`config.mk`:
```
export PLATFORM = sky130hd
export DESIGN_NAME = scanner_receiver_flat
export DESIGN_NICKNAME = d
export VERILOG_FILES = /design/src/rtl/scanner_link_pkg.sv /design/src/rtl/scanner_receiver_if.sv /design/src/rtl/scanner_rx_fifo.sv /design/src/rtl/scanner_receiver.sv /design/src/flat_wrapper.sv
export SDC_FILE = /design/constraint.sdc
export NUM_CORES = 1
export LEC_CHECK = 0
export ABC_CLOCK_PERIOD_IN_PS = 4480
export BUFFER_PORTS_ARGS = -buffer_cell sky130_fd_sc_hd__buf_2
export CAP_MARGIN = 20
export CORE_MARGIN = 8
export CORE_UTILIZATION = 61
export DETAILED_ROUTE_END_ITERATION = 12
export MAX_ROUTING_LAYER = met4
export PLACE_DENSITY = 0.76
export RECOVER_POWER = 100
export SETUP_SLACK_MARGIN = 0.5
export SLEW_MARGIN = 20
export SYNTH_ARGS = -nofsm -noshare
export SYNTH_HDL_FRONTEND = slang
export SYNTH_HIERARCHICAL = 1
export SYNTH_SLANG_ARGS = --single-unit
```
`constraint.sdc`:
```
create_clock -name clk -period 4.48 [get_ports clk]
set_input_delay 0.896 -clock clk [delete_from_list [all_inputs] [get_ports clk]]
set_output_delay 0.896 -clock clk [all_outputs]
set_load 0.02 [all_outputs]
```
`src/rtl/scanner_link_pkg.sv`:
```
// Constants shared by both ends of the scanner serial link: link FSM state
// encoding, default word/frame sizes and the serial bit order.
package scanner_link_pkg;

   localparam int DATA_W_DEF      = 8;
   localparam int FRAME_BYTES_DEF = 8;
   // 1: the first serial bit of a word is its MSB
   localparam bit MSB_FIRST       = 1'b1;

   typedef enum logic [1:0] {
      ST_IDLE  = 2'd0,
      ST_READY = 2'd1,
      ST_RECV  = 2'd2,
      ST_ERR   = 2'd3
   } link_state_t;

endpackage

```
`src/rtl/scanner_receiver_if.sv`:
```
// Pin bundle of the scanner receiver: the serial side from the scanner and the
// FIFO/status side towards the consumer.
interface scanner_receiver_if
   import scanner_link_pkg::*;
#(
   parameter int DATA_W     = DATA_W_DEF,
   parameter int FIFO_DEPTH = 16
);
   localparam int CNT_W = $clog2(FIFO_DEPTH) + 1;

   logic              serialClk;
   logic              serialData;
   logic              readyForTransfer;
   logic              transferActive;
   logic              frameDone;
   logic              frameError;
   logic              clrError;
   logic              rdEn;
   logic [DATA_W-1:0] rdData;
   logic              empty;
   logic              full;
   logic [CNT_W-1:0]  count;

   modport slave (
      input  serialClk, serialData, clrError, rdEn,
      output readyForTransfer, transferActive, frameDone, frameError,
             rdData, empty, full, count
   );

   modport master (
      output serialClk, serialData, clrError, rdEn,
      input  readyForTransfer, transferActive, frameDone, frameError,
             rdData, empty, full, count
   );
endinterface

```
`src/rtl/scanner_rx_fifo.sv`:
```
// Receive buffer: block-RAM style array with a registered read port, natural
// pointer wrap and an occupancy counter.
module scanner_rx_fifo #(
   parameter int DATA_W     = 8,
   parameter int FIFO_DEPTH = 16,
   localparam int AW        = $clog2(FIFO_DEPTH),
   localparam int CW        = AW + 1
) (
   input  logic              clk,
   input  logic              rst,
   input  logic              wr_en,
   input  logic [DATA_W-1:0] wr_data,
   input  logic              rd_en,
   output logic [DATA_W-1:0] rd_data,
   output logic              empty,
   output logic              full,
   output logic [CW-1:0]     count,
   output logic              overflow
);
   logic [DATA_W-1:0] mem [FIFO_DEPTH];
   logic [AW-1:0]     wr_ptr_reg;
   logic [AW-1:0]     rd_ptr_reg;
   logic [CW-1:0]     count_reg;
   logic [DATA_W-1:0] rd_data_reg;
   logic              push;
   logic              pop;

   assign empty    = (count_reg == '0);
   assign full     = (count_reg == CW'(FIFO_DEPTH));
   assign push     = wr_en && !full;
   assign pop      = rd_en && !empty;
   // a write into a full buffer is dropped and reported upstream
   assign overflow = wr_en && full;
   assign count    = count_reg;
   assign rd_data  = rd_data_reg;

   always_ff @(posedge clk) begin
      if (push) begin
         mem[wr_ptr_reg] <= wr_data;
      end
   end

   always_ff @(posedge clk or posedge rst) begin
      if (rst) begin
         wr_ptr_reg  <= '0;
         rd_ptr_reg  <= '0;
         count_reg   <= '0;
         rd_data_reg <= '0;
      end else begin
         if (push) begin
            wr_ptr_reg <= wr_ptr_reg + AW'(1);
         end
         if (pop) begin
            rd_ptr_reg  <= rd_ptr_reg + AW'(1);
            rd_data_reg <= mem[rd_ptr_reg];
         end
         case ({push, pop})
            2'b10:   count_reg <= count_reg + CW'(1);
            2'b01:   count_reg <= count_reg - CW'(1);
            default: count_reg <= count_reg;
         endcase
      end
   end
endmodule

```
`src/rtl/scanner_receiver.sv`:
```
// Receiving end of the scanner serial link: grants a frame, deserialises the
// clkOut/dataOut stream into words and buffers them for the consumer.
module scanner_receiver
   import scanner_link_pkg::*;
#(
   parameter int DATA_W      = DATA_W_DEF,
   parameter int FRAME_BYTES = FRAME_BYTES_DEF,
   parameter int FIFO_DEPTH  = 16,
   parameter int TIMEOUT     = 64
) (
   input  logic             clk,
   input  logic             rst,
   scanner_receiver_if.slave bus
);
   localparam int CW     = $clog2(FIFO_DEPTH) + 1;
   localparam int BIT_W  = (DATA_W > 1) ? $clog2(DATA_W) : 1;
   localparam int WORD_W = (FRAME_BYTES > 1) ? $clog2(FRAME_BYTES) : 1;
   localparam int TMO_W  = $clog2(TIMEOUT + 1);

   logic [2:0]        sclk_sync_reg;
   logic [1:0]        sdat_sync_reg;
   link_state_t       state_reg, state_next;
   logic [DATA_W-1:0] shift_reg, shift_next;
   logic [BIT_W-1:0]  bit_cnt_reg, bit_cnt_next;
   logic [WORD_W-1:0] word_cnt_reg, word_cnt_next;
   logic [TMO_W-1:0]  idle_cnt_reg, idle_cnt_next;
   logic              frame_done_reg, frame_done_next;
   logic              frame_error_reg, frame_error_next;

   logic              serial_edge;
   logic              serial_bit;
   logic [DATA_W-1:0] shift_in;
   logic              push;
   logic              space_ok;
   logic              overflow;
   logic [CW-1:0]     fifo_count;

   // third stage exists only to detect the rising edge of the synced clock
   assign serial_edge = sclk_sync_reg[1] & ~sclk_sync_reg[2];
   assign serial_bit  = sdat_sync_reg[1];
   assign shift_in    = MSB_FIRST ? {shift_reg[DATA_W-2:0], serial_bit}
                                  : {serial_bit, shift_reg[DATA_W-1:1]};
   assign space_ok    = (CW'(FIFO_DEPTH) - fifo_count) >= CW'(FRAME_BYTES);

   always_ff @(posedge clk or posedge rst) begin
      if (rst) begin
         sclk_sync_reg   <= '0;
         sdat_sync_reg   <= '0;
         state_reg       <= ST_IDLE;
         shift_reg       <= '0;
         bit_cnt_reg     <= '0;
         word_cnt_reg    <= '0;
         idle_cnt_reg    <= '0;
         frame_done_reg  <= 1'b0;
         frame_error_reg <= 1'b0;
      end else begin
         sclk_sync_reg   <= {sclk_sync_reg[1:0], bus.serialClk};
         sdat_sync_reg   <= {sdat_sync_reg[0], bus.serialData};
         state_reg       <= state_next;
         shift_reg       <= shift_next;
         bit_cnt_reg     <= bit_cnt_next;
         word_cnt_reg    <= word_cnt_next;
         idle_cnt_reg    <= idle_cnt_next;
         frame_done_reg  <= frame_done_next;
         frame_error_reg <= frame_error_next;
      end
   end

   always_comb begin
      state_next      = state_reg;
      shift_next      = shift_reg;
      bit_cnt_next    = bit_cnt_reg;
      word_cnt_next   = word_cnt_reg;
      idle_cnt_next   = idle_cnt_reg;
      frame_done_next = 1'b0;
      push            = 1'b0;

      case (state_reg)
         ST_IDLE: begin
            bit_cnt_next  = '0;
            word_cnt_next = '0;
            idle_cnt_next = '0;
            if (space_ok) begin
               state_next = ST_READY;
            end
         end
         ST_READY: begin
            if (serial_edge) begin
               shift_next    = shift_in;
               bit_cnt_next  = BIT_W'(1);
               idle_cnt_next = '0;
               state_next    = ST_RECV;
            end
         end
         ST_RECV: begin
            if (serial_edge) begin
               shift_next    = shift_in;
               idle_cnt_next = '0;
               if (bit_cnt_reg == BIT_W'(DATA_W - 1)) begin
                  push         = 1'b1;
                  bit_cnt_next = '0;
                  if (word_cnt_reg == WORD_W'(FRAME_BYTES - 1)) begin
                     word_cnt_next   = '0;
                     frame_done_next = 1'b1;
                     state_next      = ST_IDLE;
                  end else begin
                     word_cnt_next = word_cnt_reg + WORD_W'(1);
                  end
               end else begin
                  bit_cnt_next = bit_cnt_reg + BIT_W'(1);
               end
            end else if (idle_cnt_reg == TMO_W'(TIMEOUT - 1)) begin
               state_next = ST_ERR;
            end else begin
               idle_cnt_next = idle_cnt_reg + TMO_W'(1);
            end
         end
         ST_ERR: begin
            // partial word is simply left in the shift register and forgotten
            state_next = ST_IDLE;
         end
         default: state_next = ST_IDLE;
      endcase

      // a fresh error outranks a simultaneous clear
      if ((state_reg == ST_ERR) || overflow) begin
         frame_error_next = 1'b1;
      end else if (bus.clrError) begin
         frame_error_next = 1'b0;
      end else begin
         frame_error_next = frame_error_reg;
      end
   end

   assign bus.readyForTransfer = (state_reg == ST_READY);
   assign bus.transferActive   = (state_reg == ST_RECV);
   assign bus.frameDone        = frame_done_reg;
   assign bus.frameError       = frame_error_reg;
   assign bus.count            = fifo_count;

   scanner_rx_fifo #(
      .DATA_W     (DATA_W),
      .FIFO_DEPTH (FIFO_DEPTH)
   ) u_fifo (
      .clk      (clk),
      .rst      (rst),
      .wr_en    (push),
      .wr_data  (shift_in),
      .rd_en    (bus.rdEn),
      .rd_data  (bus.rdData),
      .empty    (bus.empty),
      .full     (bus.full),
      .count    (fifo_count),
      .overflow (overflow)
   );
endmodule

```
`src/flat_wrapper.sv`:
```
// flat-port wrapper written by rule: the top's interface ports become plain ports
module scanner_receiver_flat import scanner_link_pkg::*;
#(
   parameter int DATA_W      = DATA_W_DEF,
   parameter int FRAME_BYTES = FRAME_BYTES_DEF,
   parameter int FIFO_DEPTH  = 16,
   parameter int TIMEOUT     = 64
)
  (clk, rst, bus_serialClk, bus_serialData, bus_clrError, bus_rdEn, bus_readyForTransfer, bus_transferActive, bus_frameDone, bus_frameError, bus_rdData, bus_empty, bus_full, bus_count);
  scanner_receiver_if #(.DATA_W(DATA_W), .FIFO_DEPTH(FIFO_DEPTH)) bus_i ();
  input  logic clk;
  input  logic rst;
  input wire logic [$bits(bus_i.serialClk)-1:0] bus_serialClk;
  input wire logic [$bits(bus_i.serialData)-1:0] bus_serialData;
  input wire logic [$bits(bus_i.clrError)-1:0] bus_clrError;
  input wire logic [$bits(bus_i.rdEn)-1:0] bus_rdEn;
  output wire logic [$bits(bus_i.readyForTransfer)-1:0] bus_readyForTransfer;
  output wire logic [$bits(bus_i.transferActive)-1:0] bus_transferActive;
  output wire logic [$bits(bus_i.frameDone)-1:0] bus_frameDone;
  output wire logic [$bits(bus_i.frameError)-1:0] bus_frameError;
  output wire logic [$bits(bus_i.rdData)-1:0] bus_rdData;
  output wire logic [$bits(bus_i.empty)-1:0] bus_empty;
  output wire logic [$bits(bus_i.full)-1:0] bus_full;
  output wire logic [$bits(bus_i.count)-1:0] bus_count;
  assign bus_i.serialClk = bus_serialClk;
  assign bus_i.serialData = bus_serialData;
  assign bus_i.clrError = bus_clrError;
  assign bus_i.rdEn = bus_rdEn;
  assign bus_readyForTransfer = bus_i.readyForTransfer;
  assign bus_transferActive = bus_i.transferActive;
  assign bus_frameDone = bus_i.frameDone;
  assign bus_frameError = bus_i.frameError;
  assign bus_rdData = bus_i.rdData;
  assign bus_empty = bus_i.empty;
  assign bus_full = bus_i.full;
  assign bus_count = bus_i.count;
  scanner_receiver #(.DATA_W(DATA_W), .FRAME_BYTES(FRAME_BYTES), .FIFO_DEPTH(FIFO_DEPTH), .TIMEOUT(TIMEOUT)) u_core (.clk(clk), .rst(rst), .bus(bus_i));
endmodule
```
==> results of run 1 <==
metrics by stage:
| step | utilization | hold WS [ns] | cell area [µm²] |
|---|---|---|---|
| global route | 0.683 | 0.354 | 8100 |
| CTS | 0.687 | 0.350 | 8140 |
| finish | 0.683 | 0.349 | 8100 |
| detailed placement | 0.641 | 0.336 | 7600 |
| global placement | 0.641 | 0.334 | 7600 |
| floorplan | - | 0.331 | 7350 |
kinds of logic (layout without fill, tap and decap cells):
kind of cell	Yosys count	after routing	synth area share
adders and majority gates	20	20	0.0351
buffers and inverters	39	82	0.0235
and+or+nand+nor	105	105	0.0688
xor gates and xnor gates	10	10	0.0119
DFF	178	178	0.693
AOI/OAI and AO/OA	46	46	0.0431
muxes	49	49	0.124
metal layers:
| layer | part of all wire | track usage | vias up |
|---|---|---|---|
| met4 | 0.029 | 0.0913 | 0 |
| met3 | 0.056 | 0.0418 | 29 |
| met1 | 0.41 | 0.233 | 2013 |
| met2 | 0.50 | 0.307 | 138 |
| met5 | 0 | - | - |
| li1 | - | - | 1761 |
worst paths after layout:
path / from / end / slack (ns) / depth (start not counted)
setup / recovery: u_core/state_reg[0] / u_core/u_fifo/count[4] / 0.73 / 14
setup reg to reg: u_core/state_reg[0] / u_core/u_fifo/count[4] / 0.73 / 14
min in group asynchronous: rst / u_core/u_fifo/count[3] / 0.68 / 2
hold / removal: u_core/sdat_sync_reg[0] / u_core/sdat_sync_reg[1] / 0.35 / 0
hold reg to reg: u_core/sdat_sync_reg[0] / u_core/sdat_sync_reg[1] / 0.35 / 0
max in group asynchronous: rst / u_core/shift_reg[5] / 3.08 / 2
cell type report:
cell class / count / area, µm²
well taps: 147 / 184
inverters: 20 / 75.1
clock inverters: 14 / 115
repair buffers: 30 / 123
fillers: 782 / 3760
multi-input cells: 230 / 2080
clock buffers: 18 / 429
flip-flops and latches: 178 / 5090
worst max-delay path, cell delays in order (launching register included):
cell and delay [ns]:
dfrtp_1 0.42, inv_1 0.14, ha_1 0.38, and3b_1 0.27
nand2_1 0.12, inv_1 0.15, and2_0 0.41, inv_1 0.09
ha_1 0.27, ha_1 0.34, nor2b_1 0.15, o21ai_0 0.22
a21oi_1 0.09, or3b_2 0.45, xnor2_1 0.13
placed cells by master, fill, tap and decap left out, types with 4 or more instances in the layout:
master and n:
inv_1 20, mux2i_1 9, mux2_2 7, nor2_1 17, ha_1 19, clkbuf_16 17, edfxtp_1 128, o21ai_0 21
xnor2_1 8, dfrtp_1 50, buf_2 5, nand2_1 46, clkinv_2 4, clkbuf_1 25, nand3_1 11, nand2b_1 5
mux4_2 33, nor3_1 5, o221ai_1 8
report_power, final:
part	switching, mW	total, mW	internal, mW
logic	0.656	1.24	0.583
registers	0.381	2.42	2.04
clock network	0.596	1.36	0.760
total	1.63	5.02	3.38
what timing repair did:
action | in CTS | in global routing
gates resized for setup | 0 | 1
endpoints found under the hold margin | 0 | 0
setup buffers | 0 | 0
endpoints found under the setup margin | 0 | 1
==> metrics.yaml, run 1 <==
outcome:
  outcome: "finished clean"
timing:
  timing.fmax_mhz: 267
  slew_headroom: 0.0672
  tightest_slew_ns: 1.40
  hold_violations: 0
  final.setup.tns_ns: 0
  slew_viol_final: 0
  post-route-worst-setup-slack_ns: 0.728
  rsz0062_at_grt: "no"
  finalCritPeriodShare: 0.838
  setup_viol: 0
  period_needed_ns: 3.75
  skew_ns: 0.00760
clock_network:
  clk_latency_ns: 0.42
  htreeDepth: 4
  clk_path_buf_depth: 2
  cts.sinks: 178
  numCtsBuffers: 17
  cts_tree: "built"
  clk_pin_slew_worst_paths_ns: 0.06
  clockRootBuffer: "clkbuf_16"
  holdBufCountCts: 0
power:
  ir_worst_vdd_v: 0.000337
  total_power_mw: 5.02
  power.leakage_nw: 2.93
  power_density_nw_per_um2: 620
final_layout:
  nNetsFinal: 503
  fin_cells: 637
  drive_gt1_frac: 0.163
  largest_reg_flops: 128
  area_growth_pct: 10.2
  diodes: 0
logic_synthesis:
  yosys-top-cells-count: "edfxtp_1, dfrtp_1, nand2_1"
  synth_top_area_cell: "edfxtp_1"
  yosysWarnings: 6
  yosysMostFrequentCell: "edfxtp_1"
  netlist_instances: 447
  synth_edf_count: 128
  synthArstFlopShare: 0.281
  ys_seq_area_frac: 0.693
  synthFlopType: "edfxtp_1"
  syn_nets: 473
  yosys-top-cells-area: "edfxtp_1, dfrtp_1, mux4_2, ha_1, nand2_1"
  synth_area_um2: 7350
  synth.avg_cell_area_um2: 16.4
  ys_seq_elements: 178
  synth_top_area_frac: 0.523
  yosysUniqueCellTypes: 51
route:
  firstDrtPassIters: 5
  avgViaCountPerCell: 6.19
  dr_total_vias: 3941
  antenna_left: 0
  routedWlPerCell_um: 21.8
  drtIter0Drc: 411
  drc: 0
  routed_wirelength_mm: 13.9
placed_design:
  placed_cells: 605
  hpwlAfterDp_mm: 9.15
  portBuffers: 24
  dp_slack_ns: 0.863
  routabilityCongestion: 0.812
global_routing:
  grt_pass1_vias: 4087
  antenna_found_initial: 0
  grt_usage: 0.193
  grt_max_degree: 30
  overflow: 0
  grt_pass1_wl_mm: 22.3
setup_path:
  critical_path_class: "reg2reg"
  worstPathArrival_ns: 4.05
  cp_data_required_time_ns: 4.78
  worstPathMaxFanout: 11
  crit_path_start_kind: "register"
  crit_path_end_kind: "register"
die:
  fp-row-count: 40
  core_area_um2: 11900
  die_area_um2: 15800
  fp.dieH_um: 126
  pin_count: 25
  die_w_um: 126
  start_util: 0.619
worst_hold_path:
  min_path_type: "reg2reg"
job:
  cap_violations: 0
(Power assumes the default switching activity.)
==> run 2, diff against run 1 <==
--- a/config.mk
+++ b/config.mk
@@ -5,14 +5,15 @@
 export SDC_FILE = /design/constraint.sdc
 export NUM_CORES = 1
 export LEC_CHECK = 0
-export ABC_CLOCK_PERIOD_IN_PS = 4480
+export ABC_AREA = 1
+export ABC_CLOCK_PERIOD_IN_PS = 3100
 export BUFFER_PORTS_ARGS = -buffer_cell sky130_fd_sc_hd__buf_2
 export CAP_MARGIN = 20
 export CORE_MARGIN = 8
-export CORE_UTILIZATION = 61
+export CORE_UTILIZATION = 56
 export DETAILED_ROUTE_END_ITERATION = 12
 export MAX_ROUTING_LAYER = met4
-export PLACE_DENSITY = 0.76
+export PLACE_DENSITY = 0.73
 export RECOVER_POWER = 100
 export SETUP_SLACK_MARGIN = 0.5
 export SLEW_MARGIN = 20
==> constraint.sdc (replaced) <==
create_clock -name clk -period 3.1 [get_ports clk]
set_input_delay 0.62 -clock clk [delete_from_list [all_inputs] [get_ports clk]]
set_output_delay 0.62 -clock clk [all_outputs]
set_load 0.02 [all_outputs]
==> run 2 against run 1 <==
The run now ends with max-capacitance violations, max-slew violations left. Hold slack got worse by 0.057 ns. Cell count rose by 70%. Sequential share of layout area decreased by 6.9 points. Cell area rose by 12%. Synthesized cell count grew 89%. Largest power group unchanged. First-iteration DRC count grew 19%. Global-route usage increased by 1.4 points. Utilization down 4.9 points. Critical endpoint is now u_core/u_fifo/mem[15][7]. Worst setup slack worse by 0.32 ns. Flip-flop and latch count did not move. Non-clock buffer count grew 19. Total power is 59% higher.
==> metrics.yaml, run 2 <==
outcome:
  outcome: "complete, but fails checks"
  violations: "max-capacitance violations, max-slew violations"
logic_synthesis:
  synth_top_area_frac: 0.470
  synthArstFlopShare: 0.281
  synth_top_area_cell: "edfxtp_1"
  netlist_instances: 847
  synth_area_um2: 8170
  yosysMostFrequentCell: "nand2_1"
  syn_nets: 873
  yosysUniqueCellTypes: 33
  synth_edf_count: 128
  yosys-top-cells-count: "nand2_1, inv_1, edfxtp_1"
  ys_seq_elements: 178
  ys_seq_area_frac: 0.624
  yosysWarnings: 6
  yosys-top-cells-area: "edfxtp_1, dfrtp_1, nand2_1, nand3_1, inv_1"
  synthFlopType: "edfxtp_1"
  synth.avg_cell_area_um2: 9.65
worst_hold_path:
  min_path_type: "in2reg"
clock_network:
  clk_pin_slew_worst_paths_ns: 0.07
  htreeDepth: 4
  numCtsBuffers: 17
  cts.sinks: 178
  cts_tree: "built"
  clk_latency_ns: 0.43
  clk_path_buf_depth: 2
  clockRootBuffer: "clkbuf_16"
  holdBufCountCts: 0
die:
  die_area_um2: 18700
  die_w_um: 137
  pin_count: 25
  core_area_um2: 14400
  fp.dieH_um: 137
  start_util: 0.569
  fp-row-count: 44
final_layout:
  diodes: 0
  largest_reg_flops: 128
  final_cell_mix: "nand2_1, inv_1, edfxtp_1"
  nNetsFinal: 911
  final_common_cell: "nand2_1"
  fill_cells: 1147
  drive_gt1_frac: 0.0813
  area_growth_pct: 11.4
timing:
  setup_viol: 0
  slew_headroom: -0.0480
  hold_violations: 0
  slew_viol_final: 98
  skew_ns: 0.0104
  post-route-worst-setup-slack_ns: 0.410
  period_needed_ns: 2.69
  tightest_slew_ns: 1.57
  timing.fmax_mhz: 372
  finalCritPeriodShare: 0.868
  rsz0062_at_grt: "no"
  final.setup.tns_ns: 0
placed_design:
  dp_slack_ns: 0.415
  portBuffers: 24
  routabilityCongestion: 0.887
  hpwlAfterDp_mm: 11.1
setup_path:
  r2r_setup_slack_ns: 0.41
  critPathMaxStageDelay_ns: 0.49
  crit_chain: "inv_1 > ha_1 > inv_2 > nor2_1 > nand2_1 > inv_1 > nand2_2 > buf_4 > nor3_1 > clkbuf_1"
  worstPathArrival_ns: 2.75
  critical_path_class: "reg2reg"
  crit_path_end_kind: "register"
  cp_data_required_time_ns: 3.16
  crit_path_start_kind: "register"
  cp_common_cell: "inv_1"
  worstPathMaxFanout: 22
  slowest_stage: "clkbuf_1"
global_routing:
  grt_max_degree: 68
  grt_usage: 0.207
  overflow: 0
  grt_pass1_wl_mm: 28.6
  antenna_found_initial: 0
  grt_pass1_vias: 5611
route:
  routed_wirelength_mm: 17.8
  drc: 0
  avgViaCountPerCell: 5.29
  routedWlPerCell_um: 16.5
  antenna_left: 0
  dr_total_vias: 5725
  drtIter0Drc: 489
  firstDrtPassIters: 5
power:
  power_density_nw_per_um2: 876
  ir_worst_vdd_v: 0.000558
  power.leakage_nw: 4.16
job:
  cap_violations: 2
## run 2: kinds of logic (layout without fill, tap and decap cells)
kind of cell / count (synthesis) / in the layout / synth area share
AO/OA/AOI/OAI: 26 / 26 / 0.0176
XOR/XNOR: 7 / 7 / 0.00750
adder cells (fa/ha/maj): 20 / 20 / 0.0315
buffers and inverters: 176 / 227 / 0.0879
flip-flops: 178 / 178 / 0.624
multiplexers: 1 / 1 / 0.00138
AND/OR/NAND/NOR: 439 / 439 / 0.230
## run 2: area by class of cell
class | instances | area [µm²] | share of cell area
repair buffers | 49 | 259 | 0.0285
multi-input cells | 493 | 2340 | 0.257
flip-flops and latches | 178 | 5100 | 0.560
inverters | 146 | 553 | 0.0608
clock inverters | 11 | 106 | 0.0117
well taps | 184 | 230 | 0.0253
clock buffers | 21 | 514 | 0.0565
## run 2: worst max-delay path: cells and delay by family (launching register included)
| kind | cells | cell delay, ns |
|---|---|---|
| adder cells (fa/ha/maj) | 1 | 0.37 |
| buffers and inverters | 5 | 1.07 |
| flip-flops | 1 | 0.42 |
| AND/OR/NAND/NOR | 4 | 0.46 |
## run 2: timing repair
item	in CTS	in global routing
endpoints found under the setup margin	2	2
buffers inserted	1	1
hold endpoints to repair	0	0
cloned	0	0
gates resized for setup	1	5
pin swaps	0	1
## run 2: report_power, final
part	switching [mW]	internal [mW]
sequential	0.428	2.96
clock	0.929	1.29
combinational	1.65	0.715
## run 2: path summary, 6_finish.rpt
path / from / endpoint / cells past startpoint
max in group asynchronous: rst / u_core/idle_cnt_reg[1] / 3
hold / removal: bus_serialData / u_core/sdat_sync_reg[0] / 1
min in group asynchronous: rst / u_core/u_fifo/count[2] / 2
setup / recovery: u_core/state_reg[0] / u_core/u_fifo/mem[15][7] / 10
hold reg to reg: u_core/sdat_sync_reg[0] / u_core/sdat_sync_reg[1] / 0
setup reg to reg: u_core/state_reg[0] / u_core/u_fifo/mem[15][7] / 10
## run 2: metrics by stage
stage | cells | total power [mW] | instance area, µm² | hold WS [ns] | utilization
floorplan | 847 | 4.97 | 8170 | 0.331 | -
CTS | 1081 | 8.04 | 9180 | 0.262 | 0.639
detailed placement | 1048 | 5.80 | 8550 | 0.335 | 0.595
finish | 1082 | 7.97 | 9100 | 0.293 | 0.633
global route | 1082 | 8.41 | 9100 | 0.273 | 0.633
global placement | 1047 | 5.72 | 8530 | 0.334 | 0.594
## run 2: layer usage
layer  wire length, µm  track usage  vias to the layer above
met4               464       0.0815                        0
met2              8870        0.342                      173
met1              7570        0.247                     2735
li1                  -            -                     2784
met5                 0            -                        -
met3               938       0.0385                       33
==> run 3, diff against run 2 <==
--- a/config.mk
+++ b/config.mk
@@ -10,10 +10,10 @@
 export BUFFER_PORTS_ARGS = -buffer_cell sky130_fd_sc_hd__buf_2
 export CAP_MARGIN = 20
 export CORE_MARGIN = 8
-export CORE_UTILIZATION = 56
+export CORE_UTILIZATION = 45
 export DETAILED_ROUTE_END_ITERATION = 12
 export MAX_ROUTING_LAYER = met4
-export PLACE_DENSITY = 0.73
+export PLACE_DENSITY = 0.6
 export RECOVER_POWER = 100
 export SETUP_SLACK_MARGIN = 0.5
 export SLEW_MARGIN = 20
==> run 3 against run 2 <==
The run still ends with max-capacitance violations, max-slew violations left. Register-to-register slack better by 0.05 ns. Via count decreased by 5.3%. Sequential share of layout area down 0.077 points. Utilization is 12 points lower. Global-route usage is 4.1 points lower. Clock power down 5%. Cell area up 0.14%.
==> metrics.yaml, run 3 (synthesis gave the netlist of run 2 again) <==
timing:
  timing.fmax_mhz: 378
  slew_headroom: -0.0672
  final.setup.tns_ns: 0
  period_needed_ns: 2.64
  hold_violations: 0
  rsz0062_at_grt: "no"
  slew_viol_final: 30
  tightest_slew_ns: 1.60
  finalCritPeriodShare: 0.853
  setup_viol: 0
  skew_ns: 0.00891
clock_network:
  clk_pin_slew_worst_paths_ns: 0.07
  clockRootBuffer: "clkbuf_16"
  cts.sinks: 178
  clk_latency_ns: 0.43
  numCtsBuffers: 17
  holdBufCountCts: 0
  cts_tree: "built"
  clk_path_buf_depth: 2
  htreeDepth: 4
placed_design:
  hpwlAfterDp_mm: 11.4
  place_area_um2: 8610
  routabilityCongestion: 0.811
  portBuffers: 24
  placed_cells: 1095
global_routing:
  grt_pass1_wl_mm: 27.6
  use_met3: 0.0328
  use_met2: 0.269
  grt_most_used_layer: "met2"
  grt_max_degree: 68
  overflow: 0
  grt_pass1_vias: 5180
  antenna_found_initial: 0
  grtUsageMet1: 0.202
  grt_usage: 0.166
route:
  antenna_left: 0
  firstDrtPassIters: 5
  dr_total_vias: 5424
  drtIter0Drc: 425
  routed_wirelength_mm: 17.6
  avgViaCountPerCell: 4.81
  drc: 0
  routedWlPerCell_um: 15.6
worst_hold_path:
  min_delay_path_depth: 1
  min_path_type: "in2reg"
setup_path:
  reg2reg_depth: 10
  cp_data_required_time_ns: 3.16
  crit_path_end_kind: "register"
  critical_path_class: "reg2reg"
  worstPathMaxFanout: 22
  crit_path_start_kind: "register"
  r2r_setup_slack_ns: 0.46
  worstPathArrival_ns: 2.71
final_layout:
  drive_gt1_frac: 0.0790
  fin_cells: 1128
  diodes: 0
  nNetsFinal: 912
  final_area_um2: 9110
  largest_reg_flops: 128
  final_cell_mix: "nand2_1, inv_1, edfxtp_1"
  area_growth_pct: 11.5
  final_common_cell: "nand2_1"
die:
  core_area_um2: 17900
  die_area_um2: 22700
  pin_count: 25
  start_util: 0.456
  die_w_um: 151
  fp-row-count: 49
  fp.dieH_um: 151
power:
  power.leakage_nw: 4.13
  ir_worst_vdd_v: 0.00122
  power_density_nw_per_um2: 858
outcome:
  violations: "max-capacitance violations, max-slew violations"
  outcome: "complete, but fails checks"
job:
  cap_violations: 2
-- run 3: cell types whose count changed in the layout (fill, tap and decap cells not counted), sizes merged --
cell / delta
clkinv: +2
bufinv: +1
clkinvlp: +2
clkbuf: -1
buf: +1
inv: -4
-- run 3: worst paths after layout --
kind                                               from                 endpoint
worst max-delay path                u_core/state_reg[0]  u_core/u_fifo/mem[5][4]
worst min-delay path                     bus_serialData  u_core/sdat_sync_reg[0]
worst max register to register      u_core/state_reg[0]  u_core/u_fifo/mem[5][4]
worst min register to register  u_core/sclk_sync_reg[0]  u_core/sclk_sync_reg[1]
max in group asynchronous                           rst   u_core/idle_cnt_reg[4]
min in group asynchronous                           rst   u_core/u_fifo/count[4]
-- run 3: timing repair --
action                                  in CTS  in global routing
setup buffers                                0                  1
gates resized for setup                      0                  4
endpoints found under the setup margin       0                  2
hold endpoints to repair                     0                  0
-- run 3: area by class of cell --
cell class              instances  area [µm²]
fillers                      1664        8790
flip-flops and latches        178        5100
multi-input cells             493        2340
inverters                     146         549
clock buffers                  20         447
well taps                     229         287
repair buffers                 50         259
clock inverters                12         131
-- run 3: per-layer routing --
layer | wire length, µm | share of wire
met5 | 0 | 0
met4 | 320 | 0.018
met3 | 922 | 0.052
met2 | 8590 | 0.49
met1 | 7770 | 0.44
-- run 3: power breakdown --
group	internal [mW]	switching, mW
clock network	1.21	0.892
logic	0.721	1.63
registers	2.96	0.411
-- run 3: stage by stage --
step / hold slack, ns / util / total power [mW] / worst slack [ns]
after floorplan: 0.331 / - / 4.97 / 0.513
after global placement: 0.335 / 0.481 / 5.81 / 0.624
after detailed placement: 0.336 / 0.481 / 5.82 / 0.585
after CTS: 0.263 / 0.513 / 7.95 / 0.523
after global routing: 0.281 / 0.509 / 8.29 / 0.257
final: 0.295 / 0.509 / 7.82 / 0.457
-- run 3: worst max-delay path: stages (launching register included) --
cell      delay (ns)
dfrtp_1         0.41
inv_2           0.08
ha_1            0.32
inv_1           0.17
nor2_2          0.14
nand2_2         0.08
inv_1           0.12
nand2_1         0.09
buf_4           0.21
nor3_1          0.16
clkbuf_1        0.48
